[src/rtl/decode_imm_stage.sv]
// rtl/decode_imm_stage.sv - registered RV32/RV64 immediate decode stage with optional skid buffer
module decode_imm_stage #(
    parameter int XLEN = 32,
    parameter int SKID = 1
) (
    input  logic            clk,
    input  logic            reset,
    input  logic            flush,
    input  logic            in_valid,
    output logic            in_ready,
    input  logic [31:0]     in_instr,
    input  logic [XLEN-1:0] in_pc,
    output logic            out_valid,
    input  logic            out_ready,
    output logic [XLEN-1:0] out_imm,
    output logic [2:0]      out_imm_type,
    output logic [XLEN-1:0] out_pc,
    output logic            out_illegal
);

    localparam logic [2:0] T_NONE = 3'd0;
    localparam logic [2:0] T_I    = 3'd1;
    localparam logic [2:0] T_S    = 3'd2;
    localparam logic [2:0] T_B    = 3'd3;
    localparam logic [2:0] T_U    = 3'd4;
    localparam logic [2:0] T_J    = 3'd5;
    localparam logic [2:0] T_C    = 3'd6;

    logic [2:0]      dec_type;
    logic            dec_ill;
    logic [XLEN-1:0] dec_imm;

    logic            out_valid_q, out_valid_d;
    logic            skid_full_q, skid_full_d;
    logic            in_ready_q, in_ready_d;
    logic [XLEN-1:0] out_imm_q, out_pc_q, skid_imm_q, skid_pc_q;
    logic [2:0]      out_type_q, skid_type_q;
    logic            out_ill_q, skid_ill_q;
    logic            in_fire, load_out, from_skid, load_skid;

    always_comb begin
        dec_type = T_NONE;
        dec_ill  = 1'b0;
        if (in_instr[1:0] != 2'b11) begin
            dec_ill = 1'b1;
        end else begin
            case (in_instr[6:2])
                5'b11001, 5'b00000, 5'b00100: dec_type = T_I;
                5'b00110: if (XLEN == 64) dec_type = T_I; else dec_ill = 1'b1;
                5'b01000: dec_type = T_S;
                5'b11000: dec_type = T_B;
                5'b01101, 5'b00101: dec_type = T_U;
                5'b11011: dec_type = T_J;
                5'b11100: dec_type = T_C;
                5'b01100, 5'b00011: dec_type = T_NONE;
                5'b01110: if (XLEN != 64) dec_ill = 1'b1;
                default: dec_ill = 1'b1;
            endcase
        end
    end

    always_comb begin
        dec_imm = '0;
        case (dec_type)
            T_I: dec_imm = {{(XLEN-12){in_instr[31]}}, in_instr[31:20]};
            T_S: dec_imm = {{(XLEN-12){in_instr[31]}}, in_instr[31:25], in_instr[11:7]};
            T_B: dec_imm = {{(XLEN-13){in_instr[31]}}, in_instr[31], in_instr[7],
                            in_instr[30:25], in_instr[11:8], 1'b0};
            T_U: dec_imm = {{(XLEN-32){in_instr[31]}}, in_instr[31:12], 12'b0};
            T_J: dec_imm = {{(XLEN-21){in_instr[31]}}, in_instr[31], in_instr[19:12],
                            in_instr[20], in_instr[30:21], 1'b0};
            T_C: dec_imm = {{(XLEN-5){1'b0}}, in_instr[19:15]};
            default: dec_imm = '0;
        endcase
    end

    // Without a skid buffer in_ready_q only masks the reset period.
    assign in_ready = (SKID != 0) ? in_ready_q : (in_ready_q & (~out_valid_q | out_ready));
    assign in_fire  = in_valid & in_ready;

    always_comb begin
        out_valid_d = out_valid_q;
        skid_full_d = skid_full_q;
        load_out    = 1'b0;
        from_skid   = 1'b0;
        load_skid   = 1'b0;
        if (flush) begin
            out_valid_d = 1'b0;
            skid_full_d = 1'b0;
        end else if (out_valid_q && !out_ready) begin
            if (in_fire) begin
                load_skid   = 1'b1;
                skid_full_d = 1'b1;
            end
        end else if (skid_full_q) begin
            load_out    = 1'b1;
            from_skid   = 1'b1;
            skid_full_d = 1'b0;
            out_valid_d = 1'b1;
        end else begin
            load_out    = in_fire;
            out_valid_d = in_fire;
        end
        in_ready_d = (SKID != 0) ? ~skid_full_d : 1'b1;
    end

    always_ff @(posedge clk or posedge reset) begin
        if (reset) begin
            out_valid_q <= 1'b0;
            skid_full_q <= 1'b0;
            in_ready_q  <= 1'b0;
            out_imm_q   <= '0;
            out_pc_q    <= '0;
            out_type_q  <= T_NONE;
            out_ill_q   <= 1'b0;
            skid_imm_q  <= '0;
            skid_pc_q   <= '0;
            skid_type_q <= T_NONE;
            skid_ill_q  <= 1'b0;
        end else begin
            out_valid_q <= out_valid_d;
            skid_full_q <= skid_full_d;
            in_ready_q  <= in_ready_d;
            if (load_out) begin
                out_imm_q  <= from_skid ? skid_imm_q  : dec_imm;
                out_pc_q   <= from_skid ? skid_pc_q   : in_pc;
                out_type_q <= from_skid ? skid_type_q : dec_type;
                out_ill_q  <= from_skid ? skid_ill_q  : dec_ill;
            end
            if (load_skid) begin
                skid_imm_q  <= dec_imm;
                skid_pc_q   <= in_pc;
                skid_type_q <= dec_type;
                skid_ill_q  <= dec_ill;
            end
        end
    end

    assign out_valid    = out_valid_q;
    assign out_imm      = out_imm_q;
    assign out_imm_type = out_type_q;
    assign out_pc       = out_pc_q;
    assign out_illegal  = out_ill_q;

endmodule
[config.mk]
export PLATFORM = sky130hd
export DESIGN_NAME = decode_imm_stage
export DESIGN_NICKNAME = d
export VERILOG_FILES = /design/src/rtl/decode_imm_stage.sv
export SDC_FILE = /design/constraint.sdc
export NUM_CORES = 1
export LEC_CHECK = 0
export ABC_AREA = 0
export BUFFER_PORTS_ARGS = -buffer_cell sky130_fd_sc_hd__buf_4
export CELL_PAD_IN_SITES_DETAIL_PLACEMENT = 0
export CELL_PAD_IN_SITES_GLOBAL_PLACEMENT = 1
export CORE_MARGIN = 8
export CORE_UTILIZATION = 38
export CTS_BUF_LIST = sky130_fd_sc_hd__clkbuf_4 sky130_fd_sc_hd__clkbuf_8
export CTS_CLUSTER_DIAMETER = 50
export DETAILED_ROUTE_END_ITERATION = 8
export GPL_ROUTABILITY_DRIVEN = 1
export PLACE_DENSITY_LB_ADDON = 0.1
export SETUP_SLACK_MARGIN = 0.3
export SYNTH_ARGS = -nofsm -noshare
export SYNTH_HDL_FRONTEND = slang
export SYNTH_SLANG_ARGS = --single-unit
[constraint.sdc]
create_clock -name clk -period 3.8 [get_ports clk]
set_input_delay 0.38 -clock clk [delete_from_list [all_inputs] [get_ports clk]]
set_output_delay 0.38 -clock clk [all_outputs]
set_load 0.05 [all_outputs]
==> results list, run 1 <==
* Leakage Power: 3.657 nW
- Capturing element type of the critical path: flop
- Area growth, synth to finish: 26.89%
- Excluding fillers, the count of instances in the completed layout stands at 1054.
- Sorting the synthesized cells by how often they occur yields nand2_1, dfrtp_1, nor2_1, a31oi_1, clkbuf_1.
* Synthesized net count: 773
- The run finished with clean final reports.
- Using the TritonRoute via totals, the vias-per-cell ratio works out to 5.108.
* Cell Area, Synth: 6257 um2
- Worst min path class: in -> async
* Worst Path Max Fanout: 25
* Clock tree from TritonCTS: done
* Count of clock tree sinks: 139
- TritonCTS created 17 clock buffers.
* Origin of the critical flop-to-flop path: out_valid
- The share of synthesized area in the top cell type comes to 0.5559.
* Internal power: 2.974 mW
* Number of warnings reported in the yosys synthesis log: 0
* Period minus WS final: 2390 ps
- The final-report hold violation count is 0.
- In this run the worst setup path terminates at skid_imm_q[27].
- The first global-routing pass estimated 28380 um of wire.
* Hold bufs inserted after CTS: 0
- In this run, post-CTS repair resized a total of 0 instances.
* Placed Cells incl. Taps: 1023
- For this block, the routed nets add up to 17540 um of wire.
* Portion of the post-synthesis area used by sequential elements: 0.5559
- For this run, the leading register cell type out of synthesis is dfrtp_1.
* Post-route clock period utilization: 0.6289
- Clock latency at the later pin of the worst-skew pair: 450 ps
- Worst-case setup margin in the final layout: 1410 ps
- Number of synthesized flops with an enable pin: 0
* Kind of start point of the critical path: flop
- The pre-antenna-repair detailed-routing pass consisted of 5 iterations.
* Register bit total from synthesis: 139
- Cell accounting for the most synthesized area: dfrtp_1
- Power per standard cell area: 562.6 nW/um2
- After synthesis, the cell types taking the most area are dfrtp_1, nand2_1, nor2_1.
- Final total power: 4.467 mW
* Part of the power in combinational logic: 0.257
* Share of layout cells above drive strength 1: 0.2470
* Weighted congestion at the end of routability-driven global placement: 0.8093
- Measured along the x axis, the die boundary spans 144.3 um.
- Via Count: 5384
- Total Nets Final: 891
* Most frequently used cell type in the post-synthesis netlist: nand2_1
- In the final routed layout, each cell accounts on average for 16.64 um.
* DRT iter0 DRCs: 278
- Overall die height: 144.3 um
* Classification of the worst setup path: reg -> reg
- The root buffer cell chosen for the clock tree is clkbuf_8.
- Number of placement rows: 47
* Setup repair after global routing missed its margin: no
- Detailed-placement wirelength estimate: 12200 um
- The floorplan step defined a die boundary enclosing 20830 um2.
- The initial utilization of the core area, before any placement, comes to 0.3827.
- The number of antenna violations at the first check in global routing was 0.
* Async S/R FF share, synth: 1.000
- Counting distinct cell types in the post-synthesis netlist gives 45.
- Register-to-register setup slack: 1410 ps
- Sw Ratio: 0.3344
- For this run, design rule violations remaining after detail routing come to 0.
- Timing analysis after detailed placement gives a worst setup slack of 1248 ps.
- At the pin with the least slew margin, the transition time is 1079 ps.
* # port buffers: 138
* Relative contribution of the clock network to total power: 0.321
- Total global routing track utilization: 0.1755
* Max clock buf depth: 2
* Number of nets with antenna violations after routing: 0
- 0 antenna diodes ended up in the layout.
* Clock-pin transition on the worst setup and hold timing paths: 80 ps
- Setup total negative slack on the finished layout was measured at 0 ps.
- Placeable Area: 16350 um2
* Timing-limited maximum frequency: 0.4184 GHz
* Maxcap violations: 0
- Summed over all nets, the switching power comes to 1.494 mW.
- Data required time of the worst path: 4080 ps
- Gate Count Post-Synth: 704
- Arrival time at the worst endpoint: 2670 ps
- Number of cells on the worst reg-to-reg path: 5
- Proportion of power drawn by flip-flops and latches: 0.422
- Overflow left after global routing: 0
- In this run the number of H-tree levels came out at 4.
- Vias in the first global route: 5559
- Final Setup Violations: 0
* Critical Path Source: out_valid
- The count of pins over their slew limit is 0.
* Relative slew slack: 0.2805
* Maximum number of pins on one net before global-route repair: 107
- Buffers added to address setup during post-CTS repair amount to 0.
- In this run the critical register-to-register path is captured at skid_imm_q[27].
* Peak supply drop: 0.2181 mV
- Worst-case clock skew: 7.867 ps
- Pin placement for this block handled 139 I/O pins.
- Average cell area after synthesis: 8.888 um2
critical path, stage by stage (launching register included):
cell      delay (ps)
dfrtp_1          380
nand2b_1         130
nor2_1           160
nand3_2          470
a21oi_1          940
a21oi_1          140
worst min-delay path by stage:
stage               cells after the start          start       endpoint
finish                                  2          reset      out_pc[0]
global route                            3       in_pc[2]   skid_pc_q[2]
CTS                                     2          reset    out_imm[21]
detailed placement                      2  skid_pc_q[14]  skid_pc_q[14]
global placement                        2  skid_pc_q[13]  skid_pc_q[13]
floorplan                               1          flush      out_valid
cell usage in the layout, fill, tap and decap left out, types with 3 or more instances in the layout:
cell          n
mux2i_1       4
a22o_1        6
or2_2         5
a211oi_1     11
a211oi_2     11
a21oi_2       3
clkinvlp_4    4
o21ai_0      15
or3_1         3
nand3_1       7
nor2b_1       6
a221oi_1      6
dfrtp_1     139
clkinv_2      4
nor3_1       22
bufinv_16     6
inv_1         4
buf_4       147
nor2_1      100
clkbuf_8     18
nand2b_1      4
a21oi_1      25
and3_1        4
o211ai_1      5
a31oi_1      35
a221o_1       4
nand2_1     206
o22ai_1       4
nand3b_1      4
area by class of cell:
cell class | instances | area, um2
Fill cell | 1644 | 8408
Sequential cell | 139 | 3478
Multi-Input combinational cell | 511 | 2570
Timing Repair Buffer | 148 | 1124
Tap cell | 220 | 275.3
Clock buffer | 18 | 247.7
Clock inverter | 13 | 222.7
Inverter | 5 | 22.52
state kept, by name, summed over array words and instances, names as in the netlist:
signal	flops
in_ready	1
skid_type_q	3
out_imm	32
out_illegal	1
skid_ill_q	1
out_valid	1
out_pc	32
skid_full_q	1
out_imm_type	3
skid_imm_q	32
skid_pc_q	32
kinds of logic (layout without fill, tap and decap cells):
kind of cell | Yosys count | in the layout | share of synthesized area
and+or+nand+nor | 372 | 372 | 0.2460
DFF | 139 | 139 | 0.5559
AOI/OAI and AO/OA | 134 | 134 | 0.1536
buffers and inverters | 54 | 184 | 0.03579
muxes | 5 | 5 | 0.008798
per-layer routing:
metal / GRT usage / up-vias / wire [um]
met5: 0 / - / 0
met4: 0.05531 / 0 / 186
met3: 0.04424 / 20 / 1181
met2: 0.2835 / 158 / 8295
met1: 0.2263 / 2592 / 7879
li1: - / 2614 / -
stage by stage:
step	hold slack (ps)	cell area [um2]	utilization
6_report	91.44	7940	0.4857
4_1_cts	104.1	7940	0.4857
3_3_place_gp	457.6	7470	0.4569
2_1_floorplan	443.1	6261	-
3_5_place_dp	461.7	7470	0.4569
5_1_grt	115.8	7940	0.4857
power groups by stage:
stage	logic [mW]	registers [mW]	clock network, mW
final	1.15	1.89	1.43
after global placement	1.15	1.91	0
after CTS	1.16	1.89	1.47
after floorplan	0.356	2.32	0
after global routing	1.24	1.92	1.53
after detailed placement	1.16	1.92	0
No activity file was read; power rests on OpenSTA's default activity.
==> run 2, diff against run 1 <==
CORE_UTILIZATION = 42   (was 38)
clock period = 2.2 ns   (was 3.8 ns; I/O delays follow)
==> run 2 against run 1 <==
Compared with the run above: core utilization rose by 9.1 points; clock skew increased by 3.3 ps; final cell count rose by 1.0%; non-clock buffer count rose by 46; routed wire length up 3.8%; via count increased by 5.6%; critical path depth did not move; the flow now finishes with violations (hold timing); combinational power increased by 80%; critical path type unchanged; register-to-register slack got worse by 1000 ps; largest power group unchanged; total power rose by 73%.
==> results list, run 2 (synthesis results as in run 1) <==
- The flow ran to the end, but the final reports show violations.
* Violations in the final reports: hold timing
* Antenna diode count: 0
* Cts bufs inserted: 17
- In the final routed layout, each cell accounts on average for 17.09 um.
* Internal power: 5.084 mW
* Transition time of the tightest slew-check pin: 754.0 ps
* Clock latency at the later pin of the worst-skew pair: 450 ps
* Share of layout cells above drive strength 1: 0.2474
* Clock root cell: clkbuf_8
- Part of the power in combinational logic: 0.267
- Placed Cells incl. Taps: 993
- The number of antenna violations at the first check in global routing was 0.
- For this design, the sink count on the clock tree is 139.
* Final Non-Filler Cells: 1065
* Number of search-and-repair iterations in the first detailed-routing pass: 5
- Entering global routing, the biggest net connects 140 pins.
* Commonest cells after routing, fill and taps aside: nand2_1, buf_4, dfrtp_1
- Relative contribution of the clock network to total power: 0.311
* Placed instance area: 7495 um2
- Of the total power, registers draw 0.422.
* Origin of the critical flop-to-flop path: out_valid
- Setup repair after global routing missed its margin: yes
- For this design, the slowest cell found on the critical path is a21oi_2.
- The worst setup path is captured at a flop.
- Design Area, Final: 8383 um2
- Critical Path Source: out_valid
* Power per standard cell area: 922.2 nW/um2
- Setup violations remaining at the end of the flow were counted as 0.
- Leakage Power: 3.861 nW
- Htree depth: 4
- Worst-case setup margin in the final layout: 383.1 ps
* DIE WIDTH: 138.1 um
- Ports placed on the boundary: 139
- For this run, the post-layout net count is 937.
* Final total power: 7.731 mW
- Sw Ratio: 0.3424
- The first global-routing pass estimated 29880 um of wire.
* Relative slew slack: 0.4974
* Starting utilization of the core area: 0.4305
* Classification of the worst setup path: reg -> reg
- Clock-pin transition on the worst setup and hold timing paths: 80 ps
* Largest incremental delay on the critical path: 450 ps
* Maxcap violations: 0
- From synthesis to final layout, the design area changed by 33.97%.
* Number of nets with antenna violations after routing: 0
- Hold timing on the final database bottoms out at a slack of -14.70 ps.
- The count of pins over their slew limit came to 0.
- The clock period could shrink to 1817 ps.
- Walking the worst path, the cells encountered are nor2b_2 -> nor3_4 -> nand2_1 -> a21oi_2 -> a211oi_1.
* Worst min path class: in -> async
- Post-CTS Setup Repair Bufs: 0
- DRT iter0 DRCs: 366
* Vias in the first global route: 5834
* DIE AREA: 19060 um2
- Detailed routing inserted a total of 5683 vias.
- Drc violations: 0
* Summed negative setup slack over all endpoints: 0 ps
- Arrival time at the worst endpoint: 2130 ps
- Buffers placed on the I/O ports in this run total 138.
- Worst-case clock skew: 11.18 ps
- At the end of routability-driven placement, the weighted congestion stood at 0.9139.
* Clock tree from TritonCTS: done
- Number of vias per cell after detailed routing: 5.336
- For this block, the routed nets add up to 18210 um of wire.
- Overall die height: 138.1 um
* Worst Path Max Fanout: 8
* Placeable Area: 14530 um2
- The clock passes through at most 2 buffers.
* Switch Pwr: 2.647 mW
* Detailed-placement wirelength estimate: 11740 um
- Total global routing track utilization: 0.1892
* Worst Setup Slack post-DPL: 164.4 ps
* Kind of start point of the critical path: flop
- Number of hold-slack violations in the final timing report: 3
* Timing-limited maximum frequency: 0.5504 GHz
- Post-route clock period utilization: 0.8259
- Data required time of the worst path: 2510 ps
- Leaving out fill and tap cells, the most frequent cell in the layout is nand2_1.
- Once layout is complete, the utilization of the core stands at 0.5768.
- VDD sags by at most 0.3845 mV.
* Overflow left after global routing: 0
* Number of placement rows: 44
==> run 2: path summary, 6_finish.rpt <==
kind                                  end  slack [ps]  cells past startpoint
setup / recovery              out_imm[17]         380                      5
setup reg to reg              out_imm[17]         380                      5
hold reg to reg             skid_pc_q[12]         480                      2
max in group asynchronous      out_pc[27]        1660                      3
hold / removal                  out_pc[3]         -10                      3
min in group clk           skid_imm_q[14]          40                      3
==> run 2: worst max-delay path: cells and delay by family, from the launching register on <==
kind / cells / cell delay [ps]
and+or+nand+nor: 3 / 680
AOI/OAI and AO/OA: 2 / 610
DFF: 1 / 390
==> run 2: repair_timing <==
| action | in CTS | in global routing |
|---|---|---|
| endpoints found under the setup margin | 11 | 19 |
| resized for setup | 1 | 5 |
| endpoints found under the hold margin | 38 | 1 |
| hold buffers | 38 | 1 |
| gates cloned | 0 | 1 |
==> run 2: routing by layer <==
layer	share of wire	global-route usage
met1	0.45	0.2421
met4	0.011	0.05664
met2	0.48	0.3051
met3	0.061	0.05274
met5	0	0
==> run 2: area by class of cell <==
class	count	area, um2
multi-input cells	511	2592
flip-flops and latches	139	3478
clock buffers	18	241.5
clock inverters	14	217.7
fillers	1299	6151
repair buffers	194	1600
well taps	184	230.2
inverters	5	22.52
==> run 2: power groups by stage <==
stage	Sequential (mW)	Combinational, mW	Clock (mW)
3_5_place_dp	3.31	2.02	0
4_1_cts	3.26	2.08	2.47
3_3_place_gp	3.30	1.98	0
6_report	3.26	2.07	2.40
2_1_floorplan	4.01	0.615	0
5_1_grt	3.32	2.22	2.57
==> run 3, diff against run 2 <==
clock period = 1.9 ns   (was 2.2 ns; I/O delays follow)
==> run 3 against run 2 <==
Compared with the run above: the flow now finishes without violations; sequential power is 17% higher; register-to-register slack lost 170 ps; critical path depth up 2; final cell count is 2.7% higher; clock skew is 0.58 ps lower; via count grew 1.5%; sequential share of layout area is 2.8 points lower; non-clock buffer count up 29; fmax up 7.9%; die area unchanged; cell area is 7.2% higher; critical path type unchanged; critical endpoint is now out_imm[6]; largest power group unchanged.
==> results list, run 3 (synthesis results as in run 1) <==
- The flow ran to the end, and the final reports show no timing, DRC or antenna violations.
* Number of hold-slack violations in the final timing report: 0
* Proportion of power drawn by flip-flops and latches: 0.426
* Origin of the critical flop-to-flop path: out_valid
* Leakage Power: 4.126 nW
- By instance count, the cell type seen most on the critical path is buf_12.
* Sum of met2 wire segment lengths after detailed routing: 9142 um
- Number of slew-limit violations in the final report: 0
- The first global-routing pass estimated 30130 um of wire.
- In this run the worst path has a maximum fanout of 5.
- Worst-case clock skew: 10.60 ps
* Final routed wirelength across all metal layers: 18720 um
* Detailed-route wire length per cell: 17.11 um
* Starting utilization of the core area: 0.4305
- TritonCTS built the clock tree.
* Critical Path, Cell by Cell: nor2b_4 -> or3_4 -> buf_12 -> buf_12 -> buf_6 -> a221oi_2 -> nor2_1
- Cell internal power was estimated by the tool at 5.815 mW.
- Total Nets Final: 966
* Share of layout cells above drive strength 1: 0.2945
* Endpoint of the worst setup timing path: out_imm[6]
- After routing, the total negative slack on setup checks comes to 0 ps.
- Clock-pin transition on the worst setup and hold timing paths: 80 ps
- Commonest cells after routing, fill and taps aside: nand2_1, buf_4, dfrtp_1
- Across all hold checks on the routed design, the worst slack comes to 29.03 ps.
* Arrival time at the worst endpoint: 2010 ps
* Transition time of the tightest slew-check pin: 524.1 ps
- TritonCTS created 17 clock buffers.
- Most common cell after layout, fill and taps aside: nand2_1
- In this run the power spent charging and discharging nets is 3.122 mW.
- Overflow left after global routing: 0
* Vias in the first global route: 5849
- In this run the horizontal extent of the chip is 138.1 um.
- DIE AREA: 19060 um2
* Sw Ratio: 0.3493
* Placeable Area: 14530 um2
- Data required time of the worst path: 2230 ps
- The count of buffers added on input and output ports is 138.
- Fillers: 1237
- Setup repair after global routing missed its margin: yes
- In the routed layout, each cell is associated on average with a via count of 5.271.
- Detailed-placement wirelength estimate: 12180 um
- Static timing analysis puts the maximum clock frequency at 0.5938 GHz.
* Routed met1 length: 8267 um
* CP max stage cell: or3_4
- The clock passes through at most 2 buffers.
- Antenna violations before repair: 0
- Number of cells on the worst reg-to-reg path: 7
- The worst setup path is of the reg -> reg kind.
* Total global routing track utilization: 0.1903
- Counting tap cells, the placed design contains a total of 1004 instances.
* Top Layer Used: met4
* Count of clock tree sinks: 139
- Setup violations remaining at the end of the flow were counted as 0.
* Period minus WS final: 1684 ps
* Via Count: 5766
* Largest incremental delay on the critical path: 410 ps
- Endpoint of the lowest-slack register-to-register path: out_imm[6]
- Weighted congestion at the end of routability-driven global placement: 0.8930
* Drc violations: 0
- Maxcap violations: 0
* Capturing element type of the critical path: flop
- Ports placed on the boundary: 139
* Antenna diode count: 0
- Measured against its own limit, the worst slew margin works out to 0.6500.
- Entering global routing, the biggest net connects 84 pins.
* Number of nets with antenna violations after routing: 0
- Setup slack closes at 215.8 ps.
* DRT iter0 DRCs: 399
- Kind of start point of the critical path: flop
- Timing analysis after detailed placement gives a worst setup slack of -37.60 ps.
- In this run the worst hold path is classified as in -> reg.
- Of the available clock period, the critical path in the final layout requires 0.8864.
* Part of the power in combinational logic: 0.281
- Peak supply drop: 0.4642 mV
- Area growth, synth to finish: 43.63%
- Final Non-Filler Cells: 1094
* Power per standard cell area: 994.4 nW/um2
- Register-to-register setup slack: 220 ps
- The floorplan has 44 rows.
- The floorplan step set the die height to 138.1 um.
- Clock root cell: clkbuf_8
- Critical Path Source: out_valid
- Amount of wire on met3 after detailed routing: 1041 um
* Htree depth: 4
- Relative contribution of the clock network to total power: 0.292
* Clock latency at the later pin of the worst-skew pair: 450 ps
- Number of search-and-repair iterations in the first detailed-routing pass: 5
run 3: worst min path at each step:
| stage | start | endpoint | depth (start not counted) |
|---|---|---|---|
| floorplan | flush | out_valid | 1 |
| global placement | reset | skid_pc_q[3] | 3 |
| detailed placement | reset | skid_pc_q[3] | 3 |
| CTS | in_instr[18] | skid_imm_q[18] | 3 |
| global route | in_instr[18] | skid_imm_q[18] | 3 |
| finish | in_instr[18] | skid_imm_q[18] | 3 |
run 3: routing by layer:
layer  global-route usage  vias up
li1                     -     2775
met1               0.2433     2777
met2               0.3084      193
met3              0.04589       21
met4              0.06579        0
met5                    0        -
run 3: cell type report:
cell class	count	area, um2	share of cell area
clock buffer	17	234.0	0.02603
multi-input combinational	511	2809	0.3125
clock inverter	15	200.2	0.02227
tap	184	230.2	0.02562
timing repair buffer	223	2013	0.2240
inverter	5	22.52	0.002506
sequential	139	3478	0.3870
run 3: repair_timing:
action	4_1_cts	5_1_grt
gates cloned	1	3
resized for setup	32	29
pin swaps	1	5
hold endpoints to repair	214	0
buffers inserted	6	4
hold buffers	44	0
setup endpoints to repair	121	104
run 3: power groups by stage:
| stage | Sequential [mW] | Combinational, mW | Clock, mW |
|---|---|---|---|
| final | 3.81 | 2.51 | 2.61 |
| after global routing | 3.87 | 2.69 | 2.82 |
| after CTS | 3.79 | 2.50 | 2.68 |
| after detailed placement | 3.84 | 2.36 | 0 |
| after global placement | 3.82 | 2.32 | 0 |
| after floorplan | 4.65 | 0.712 | 0 |
run 3: worst max-delay path, delay by kind of cell (launching register included):
family          cells  cell delay (ps)
buf+inv             3              390
flops               1              380
compound gates      1              170
simple gates        3              620
run 3: through the flow:
step           area [um2]  power (mW)    util
5_1_grt              8987       9.376  0.6184
6_report             8987       8.937  0.6184
3_5_place_dp         7602       6.196  0.5231
2_1_floorplan        6261       5.359       -
4_1_cts              8727       8.965  0.6005
3_3_place_gp         7602       6.139  0.5231
